**src/rtl/muldiv_ctrl_if.sv**
```systemverilog
// Handshake bundle between the RV32M sequencing controller and the shared
// iterative multiplier/divider.
interface muldiv_ctrl_if;
  logic        mul_start;
  logic [31:0] mul_a;
  logic [31:0] mul_b;
  logic        mul_done;
  logic [63:0] mul_p;
  logic        div_start;
  logic [31:0] div_n;
  logic [31:0] div_d;
  logic        div_done;
  logic [31:0] div_q;
  logic [31:0] div_r;

  modport master (
    output mul_start, mul_a, mul_b, div_start, div_n, div_d,
    input  mul_done, mul_p, div_done, div_q, div_r
  );

  modport slave (
    input  mul_start, mul_a, mul_b, div_start, div_n, div_d,
    output mul_done, mul_p, div_done, div_q, div_r
  );
endinterface

```
**src/rtl/muldiv_ctrl.sv**
```systemverilog
// RV32M EX-stage sequencer: sign handling, unit launch/wait, pipeline stall,
// divide special cases and a one-entry quotient/remainder cache.
module muldiv_ctrl (
  input  logic                 clk,
  input  logic                 reset,
  input  logic                 ex_valid,
  input  logic [2:0]           funct3,
  input  logic [31:0]          a,
  input  logic [31:0]          b,
  input  logic                 kill,
  output logic                 stall,
  output logic [31:0]          result,
  output logic                 result_valid,
  muldiv_ctrl_if.master        unit
);

  typedef enum logic [2:0] {IDLE, MUL_WAIT, DIV_WAIT, DONE, DRAIN} state_e;

  state_e      state_q, state_d;
  logic [31:0] op_a_q, op_b_q, raw_a_q, raw_b_q;
  logic        sa_q, sb_q;
  logic [2:0]  funct3_q;
  logic [31:0] result_q;
  logic        cache_vld_q, cache_u_q;
  logic [31:0] cache_a_q, cache_b_q, cache_q_q, cache_r_q;

  // Operand decode for the op currently in EX.
  logic        is_div, a_signed, b_signed, sa, sb;
  logic [31:0] mag_a, mag_b;

  assign is_div   = funct3[2];
  assign a_signed = is_div ? ~funct3[0] : (funct3[1:0] != 2'b11);
  assign b_signed = is_div ? ~funct3[0] : ~funct3[1];
  assign sa       = a_signed & a[31];
  assign sb       = b_signed & b[31];
  assign mag_a    = sa ? (~a + 32'd1) : a;
  assign mag_b    = sb ? (~b + 32'd1) : b;

  // Divides that never need the divider.
  logic        div_zero, div_ovf, cache_hit, fast_cond, fast_window, fast_hit, slow_req;
  logic [31:0] fast_q, fast_r, fast_res;

  assign div_zero    = (b == 32'd0);
  assign div_ovf     = ~funct3[0] && (a == 32'h8000_0000) && (b == 32'hFFFF_FFFF);
  assign cache_hit   = cache_vld_q && (a == cache_a_q) && (b == cache_b_q) &&
                       (funct3[0] == cache_u_q);
  assign fast_cond   = is_div && (div_zero || div_ovf || cache_hit);
  assign fast_window = (state_q == IDLE) || (state_q == DRAIN);
  assign fast_hit    = !reset && ex_valid && fast_window && fast_cond;
  // A flushed op neither launches nor holds the pipeline.
  assign slow_req    = !reset && ex_valid && !kill && !fast_cond;

  // NOTE: every always_comb output gets a default first so no path leaves it
  // unassigned and infers a latch.
  always_comb begin
    fast_q = cache_q_q;
    fast_r = cache_r_q;
    if (div_zero) begin
      fast_q = 32'hFFFF_FFFF;
      fast_r = a;
    end else if (div_ovf) begin
      fast_q = a;
      fast_r = 32'd0;
    end
  end

  assign fast_res = funct3[1] ? fast_r : fast_q;

  // Sign restoration on the unit outputs, using the latched sign flags.
  logic [63:0] mul_p_c;
  logic [31:0] div_q_c, div_r_c, mul_res, div_res;

  assign mul_p_c = (sa_q ^ sb_q) ? (~unit.mul_p + 64'd1) : unit.mul_p;
  assign div_q_c = (sa_q ^ sb_q) ? (~unit.div_q + 32'd1) : unit.div_q;
  assign div_r_c = sa_q ? (~unit.div_r + 32'd1) : unit.div_r;
  assign mul_res = (funct3_q[1:0] == 2'b00) ? mul_p_c[31:0] : mul_p_c[63:32];
  assign div_res = funct3_q[1] ? div_r_c : div_q_c;

  logic launch, capture, cache_we, mul_start_c, div_start_c, drain_done;

  assign drain_done = funct3_q[2] ? unit.div_done : unit.mul_done;

  always_comb begin
    state_d      = state_q;
    stall        = 1'b0;
    result_valid = 1'b0;
    result       = 32'd0;
    mul_start_c  = 1'b0;
    div_start_c  = 1'b0;
    launch       = 1'b0;
    capture      = 1'b0;
    cache_we     = 1'b0;
    case (state_q)
      IDLE: begin
        if (slow_req) begin
          launch = 1'b1;
          stall  = 1'b1;
          if (is_div) begin
            div_start_c = 1'b1;
            state_d     = DIV_WAIT;
          end else begin
            mul_start_c = 1'b1;
            state_d     = MUL_WAIT;
          end
        end
      end
      MUL_WAIT: begin
        stall = 1'b1;
        if (kill) begin
          state_d = unit.mul_done ? IDLE : DRAIN;
        end else if (unit.mul_done) begin
          capture = 1'b1;
          state_d = DONE;
        end
      end
      DIV_WAIT: begin
        stall = 1'b1;
        if (kill) begin
          state_d = unit.div_done ? IDLE : DRAIN;
        end else if (unit.div_done) begin
          capture  = 1'b1;
          cache_we = 1'b1;
          state_d  = DONE;
        end
      end
      DONE: begin
        result_valid = 1'b1;
        result       = result_q;
        state_d      = IDLE;
      end
      DRAIN: begin
        // A waiting slow op holds EX and launches from IDLE after the drain.
        stall = slow_req;
        if (drain_done) state_d = IDLE;
      end
      default: state_d = IDLE;
    endcase
    if (fast_hit) begin
      result_valid = 1'b1;
      result       = fast_res;
    end
  end

  assign unit.mul_start = mul_start_c;
  assign unit.div_start = div_start_c;
  assign unit.mul_a     = launch ? mag_a : op_a_q;
  assign unit.mul_b     = launch ? mag_b : op_b_q;
  assign unit.div_n     = launch ? mag_a : op_a_q;
  assign unit.div_d     = launch ? mag_b : op_b_q;

  // NOTE: sequential state uses non-blocking assignments so every register
  // samples pre-edge values regardless of statement order.
  always_ff @(posedge clk or posedge reset) begin
    if (reset) begin
      state_q     <= IDLE;
      op_a_q      <= 32'd0;
      op_b_q      <= 32'd0;
      raw_a_q     <= 32'd0;
      raw_b_q     <= 32'd0;
      sa_q        <= 1'b0;
      sb_q        <= 1'b0;
      funct3_q    <= 3'd0;
      result_q    <= 32'd0;
      // NOTE: the cache payload is reset along with its valid bit so a
      // stale entry can never be observed after reset.
      cache_vld_q <= 1'b0;
      cache_u_q   <= 1'b0;
      cache_a_q   <= 32'd0;
      cache_b_q   <= 32'd0;
      cache_q_q   <= 32'd0;
      cache_r_q   <= 32'd0;
    end else begin
      state_q <= state_d;
      if (launch) begin
        op_a_q   <= mag_a;
        op_b_q   <= mag_b;
        raw_a_q  <= a;
        raw_b_q  <= b;
        sa_q     <= sa;
        sb_q     <= sb;
        funct3_q <= funct3;
      end
      if (capture) result_q <= funct3_q[2] ? div_res : mul_res;
      if (cache_we) begin
        cache_vld_q <= 1'b1;
        cache_u_q   <= funct3_q[0];
        cache_a_q   <= raw_a_q;
        cache_b_q   <= raw_b_q;
        cache_q_q   <= div_q_c;
        cache_r_q   <= div_r_c;
      end
    end
  end

endmodule

```
**src/flat_wrapper.sv**
```systemverilog
// flat-port wrapper written by rule: the top's interface ports become plain ports
module muldiv_ctrl_flat 
  (clk, reset, ex_valid, funct3, a, b, kill, stall, result, result_valid, unit_mul_start, unit_mul_a, unit_mul_b, unit_div_start, unit_div_n, unit_div_d, unit_mul_done, unit_mul_p, unit_div_done, unit_div_q, unit_div_r);
  muldiv_ctrl_if unit_i ();
  input  logic clk;
  input  logic reset;
  input  logic ex_valid;
  input  logic [2:0] funct3;
  input  logic [31:0] a;
  input  logic [31:0] b;
  input  logic kill;
  output logic stall;
  output logic [31:0] result;
  output logic result_valid;
  output wire logic [$bits(unit_i.mul_start)-1:0] unit_mul_start;
  output wire logic [$bits(unit_i.mul_a)-1:0] unit_mul_a;
  output wire logic [$bits(unit_i.mul_b)-1:0] unit_mul_b;
  output wire logic [$bits(unit_i.div_start)-1:0] unit_div_start;
  output wire logic [$bits(unit_i.div_n)-1:0] unit_div_n;
  output wire logic [$bits(unit_i.div_d)-1:0] unit_div_d;
  input wire logic [$bits(unit_i.mul_done)-1:0] unit_mul_done;
  input wire logic [$bits(unit_i.mul_p)-1:0] unit_mul_p;
  input wire logic [$bits(unit_i.div_done)-1:0] unit_div_done;
  input wire logic [$bits(unit_i.div_q)-1:0] unit_div_q;
  input wire logic [$bits(unit_i.div_r)-1:0] unit_div_r;
  assign unit_mul_start = unit_i.mul_start;
  assign unit_mul_a = unit_i.mul_a;
  assign unit_mul_b = unit_i.mul_b;
  assign unit_div_start = unit_i.div_start;
  assign unit_div_n = unit_i.div_n;
  assign unit_div_d = unit_i.div_d;
  assign unit_i.mul_done = unit_mul_done;
  assign unit_i.mul_p = unit_mul_p;
  assign unit_i.div_done = unit_div_done;
  assign unit_i.div_q = unit_div_q;
  assign unit_i.div_r = unit_div_r;
  muldiv_ctrl u_core (.clk(clk), .reset(reset), .ex_valid(ex_valid), .funct3(funct3), .a(a), .b(b), .kill(kill), .stall(stall), .result(result), .result_valid(result_valid), .unit(unit_i));
endmodule
```
**config.mk**
```make
export PLATFORM = sky130hd
export DESIGN_NAME = muldiv_ctrl_flat
export DESIGN_NICKNAME = d
export VERILOG_FILES = /design/src/rtl/muldiv_ctrl_if.sv /design/src/rtl/muldiv_ctrl.sv /design/src/flat_wrapper.sv
export SDC_FILE = /design/constraint.sdc
export NUM_CORES = 1
export LEC_CHECK = 0
export CAP_MARGIN = 20
export CELL_PAD_IN_SITES_DETAIL_PLACEMENT = 1
export CELL_PAD_IN_SITES_GLOBAL_PLACEMENT = 1
export CORE_UTILIZATION = 43
export DETAILED_ROUTE_END_ITERATION = 8
export PLACE_DENSITY_LB_ADDON = 0.1
export SKIP_CTS_REPAIR_TIMING = 1
export SLEW_MARGIN = 5
export SYNTH_ARGS = -nofsm -noshare
export SYNTH_HDL_FRONTEND = slang
export SYNTH_SLANG_ARGS = --single-unit
```
**constraint.sdc**
```tcl
create_clock -name clk -period 31 [get_ports clk]
set_input_delay 7.75 -clock clk [delete_from_list [all_inputs] [get_ports clk]]
set_output_delay 7.75 -clock clk [all_outputs]
set_load 0.005 [all_outputs]
```
==> impl_results.md <==
- Post-layout power: roughly 0.002 W
- Rows: 76
- Via count of the routed design: around 17000
- Critical path buffer and inverter count: 4
- Gr usage total: 0.3360
- Mapped Avg Cell Area: between 9 and 10 sq um
- Num CTS Buffers: 36
- Crit-path max FO: 61
- Post-synthesis register bit count: 298
- Initial DRC count: between 1000 and 1500
- Post-Synthesis Cells: 2051
- Crit Path Class: in2out
- Final hold violation count: 0
- Clk Latency, worst-skew pair: between 0.5 and 0.6 ns
- Residual DRC: 0
- CP required: 23.25 ns
- First-pass GRT wire length: approximately 110 mm
- Pre-Repair DR Iteration Count: 7
- Synth Area in XOR/XNOR: 0.09695
- Reg2reg setup slack: between 20 and 30 ns
- Clock Skews: between 0.02 and 0.03 ns
- CTS tree: done
- Nets: about 2500
- Most common cell after layout, fill and taps aside: clkdlybuf4s50_1
- FILL cells: between 4000 and 5000
- CP cell instances: clkdlybuf4s50_1 > inv_1 > ha_1 > nor4b_1 > nand4_1 > or3_1 > o31ai_4 > a32oi_2 > nand3_4 > buf_4 > o21ai_0 > clkdlybuf4s50_1
- Starting density of the core: 0.4385
- Post-route cell area: 23680 sq um
- Post-synth EDFFs: 0
- Pwr dens: 86.18 nW/um^2
- Startpoint Class: input pin
- CTS H-Tree Depth: 2
- Utilization after layout: 0.5474
- P_leak: about 9.5 nW
- Cells on worst reg2reg path: 8
- RePlAce Congestion: approximately 0.96
- CP dominant cell by count: clkdlybuf4s50_1
- Clock sinks: approximately 300
- Slew headroom: 0.2233
- Overall die height: 212.1 microns
- Max incr delay on CP: around 0.80 ns
- Hold slack final: 0.4738 ns
- Post-synth top area cell: dfrtp_1
- Setup TNS: 0 ns
- Synth cell types: 76
- Vias in the first global route: roughly 18000
- Worst hold path type: reg2reg
- Share of flip-flops with an asynchronous set or reset: 1.000
- Chip width: between 200 and 250 microns
- Ys Warns: 0
- Post-Syn Nets: around 2300
- Final Max Slew Viols: 0
- Clock transition at the registers of the reported paths: 0.06 ns
- Synth Area in Compound Gates: 0.1814
- Worst path top cell family by delay: buffers and inverters
- Largest net degree at the start of global routing: between 150 and 200
- Worst Setup EP: unit_div_n[4]
- Core area: 43270 sq um
- Most frequent cells in the layout: clkdlybuf4s50_1 (363), dfrtp_1 (298), o21ai_0 (214)
- Post-synthesis mux area share: 0.1158
- Min Tclk post-route: about 21 ns
- Post-DRT Antenna Nets: 0
- CP max stage cell: buf_4
- Fin crit share: 0.6658
- Max VDD drop: around 0.045 mV
- CP Depth: 12
- Max Buffers Root-to-Sink: 3
- Max-cap violations: 0
- Fmax: 0.04845 GHz
- IO buf count: 364
- Avg WL per Cell: approximately 26 microns
- Drt via density: 6.006
- WL final: 76.18 mm
- Worst r2r src: u_core.cache_b_q[14]
- RSZ-0062 raised after global routing: false
- Largest family of logic cells by synthesized area: compound AO/OA/AOI/OAI gates
- Root Buffer: clkbuf_16
- Endpoints failing setup: 0
- Cell Area, Placed: between 20000 and 25000 sq um
- Ports: 365
- Run status: complete, no violations
- GRT overflow: 0
- Post-Synth Adder-Cell Area: 0.003957
- RR Endpoint: u_core.op_a_q[18]
- Initial antenna violation count: 2
- Post-Synth Simple-Gate Area: 0.1396
- Hpwl dp: roughly 57 mm
- Layout cells sized above 1: 0.1157
- Worst Setup SP: a[1]
- Worst-margin pin slew: about 1.2 ns
- Post-synthesis sequential area ratio: 0.3931
- Area grow syn2layout: 24.83%
- WP data arrival: between 10 and 15 ns
- Overall die area: between 40000 and 50000 sq um
- Critical Path End Type: output pin
- Mapped Area: between 15000 and 20000 sq um
- Top cell type's share of synthesized area: 0.3931
- Main area contributors after synthesis: dfrtp_1 (39%), mux2_2 (5.9%), o21ai_0 (5.6%)
- Dominant synthesized flop cell: dfrtp_1
==> worst min-delay path by stage <==
stage | slack [ns] | endpoint | cells after the start | startpoint
after global placement | 0.46 | u_core.cache_b_q[30] | 2 | u_core.raw_b_q[30]
after global routing | 0.50 | u_core.cache_vld_q | 1 | u_core.cache_vld_q
after floorplan | 0.44 | u_core.cache_vld_q | 1 | u_core.cache_vld_q
final | 0.47 | u_core.cache_vld_q | 1 | u_core.cache_vld_q
after detailed placement | 0.46 | u_core.cache_vld_q | 1 | u_core.cache_vld_q
after CTS | 0.47 | u_core.cache_vld_q | 1 | u_core.cache_vld_q
==> cell families after synthesis <==
family | Yosys count
XOR/XNOR | 210
multiplexers | 183
buffers and inverters | 251
adder cells (fa/ha/maj) | 6
AND/OR/NAND/NOR | 539
flip-flops | 298
AO/OA/AOI/OAI | 564
==> sequential cells by signal, summed over array words and instances, names as in the netlist <==
name and cells:
u_core.cache_a_q 32, u_core.cache_b_q 32, u_core.cache_q_q 32, u_core.cache_r_q 32
u_core.cache_u_q 1, u_core.cache_vld_q 1, u_core.funct3_q 3, u_core.op_a_q 32
u_core.op_b_q 32, u_core.raw_a_q 32, u_core.raw_b_q 32, u_core.result_q 32
u_core.sa_q 1, u_core.sb_q 1, u_core.state_q 3
==> cells in the mapped netlist (all sizes together) (38+ instances only) <==
library cell  instances
mux2                148
dfrtp               298
nand2               120
nor4                 38
clkbuf              120
o21ai               233
nor3                 58
inv                  45
xor2                 97
nor2                173
buf                  86
a21oi               136
xnor2               113
==> cell type report <==
cell class	count	area [sq um]	share of cell area
tap	585	732.0	0.03091
clock inverter	20	198.9	0.008400
antenna	2	5.005	0.0002113
timing repair buffer	388	3851	0.1626
inverter	45	176.4	0.007449
multi-input combinational	1502	10250	0.4330
sequential	298	7457	0.3149
clock buffer	46	1008	0.04258
==> metal layers <==
metal / vias up / share of wire / GRT usage
met5: - / 0.00012 / 0
met4: 2 / 0.032 / 0.1147
met3: 113 / 0.047 / 0.04372
met2: 563 / 0.49 / 0.5644
met1: 8897 / 0.44 / 0.4446
li1: 7758 / - / -
==> report_power, final <==
part	internal, W	total [W]	switching, W	leakage (nW)
clock network	0.000250	0.000432	0.000182	0.592
logic	0.000442	0.000935	0.000493	5.33
registers	0.000571	0.000674	0.000103	3.61
==> metrics by stage <==
step | setup slack, ns | std cells
2_1_floorplan | 7.500 | 2051
3_3_place_gp | 10.53 | 2817
3_5_place_dp | 10.45 | 2817
4_1_cts | 10.38 | 2883
5_1_grt | 10.11 | 2884
6_report | 10.36 | 2886
No activity file was read; power rests on OpenSTA's default activity.
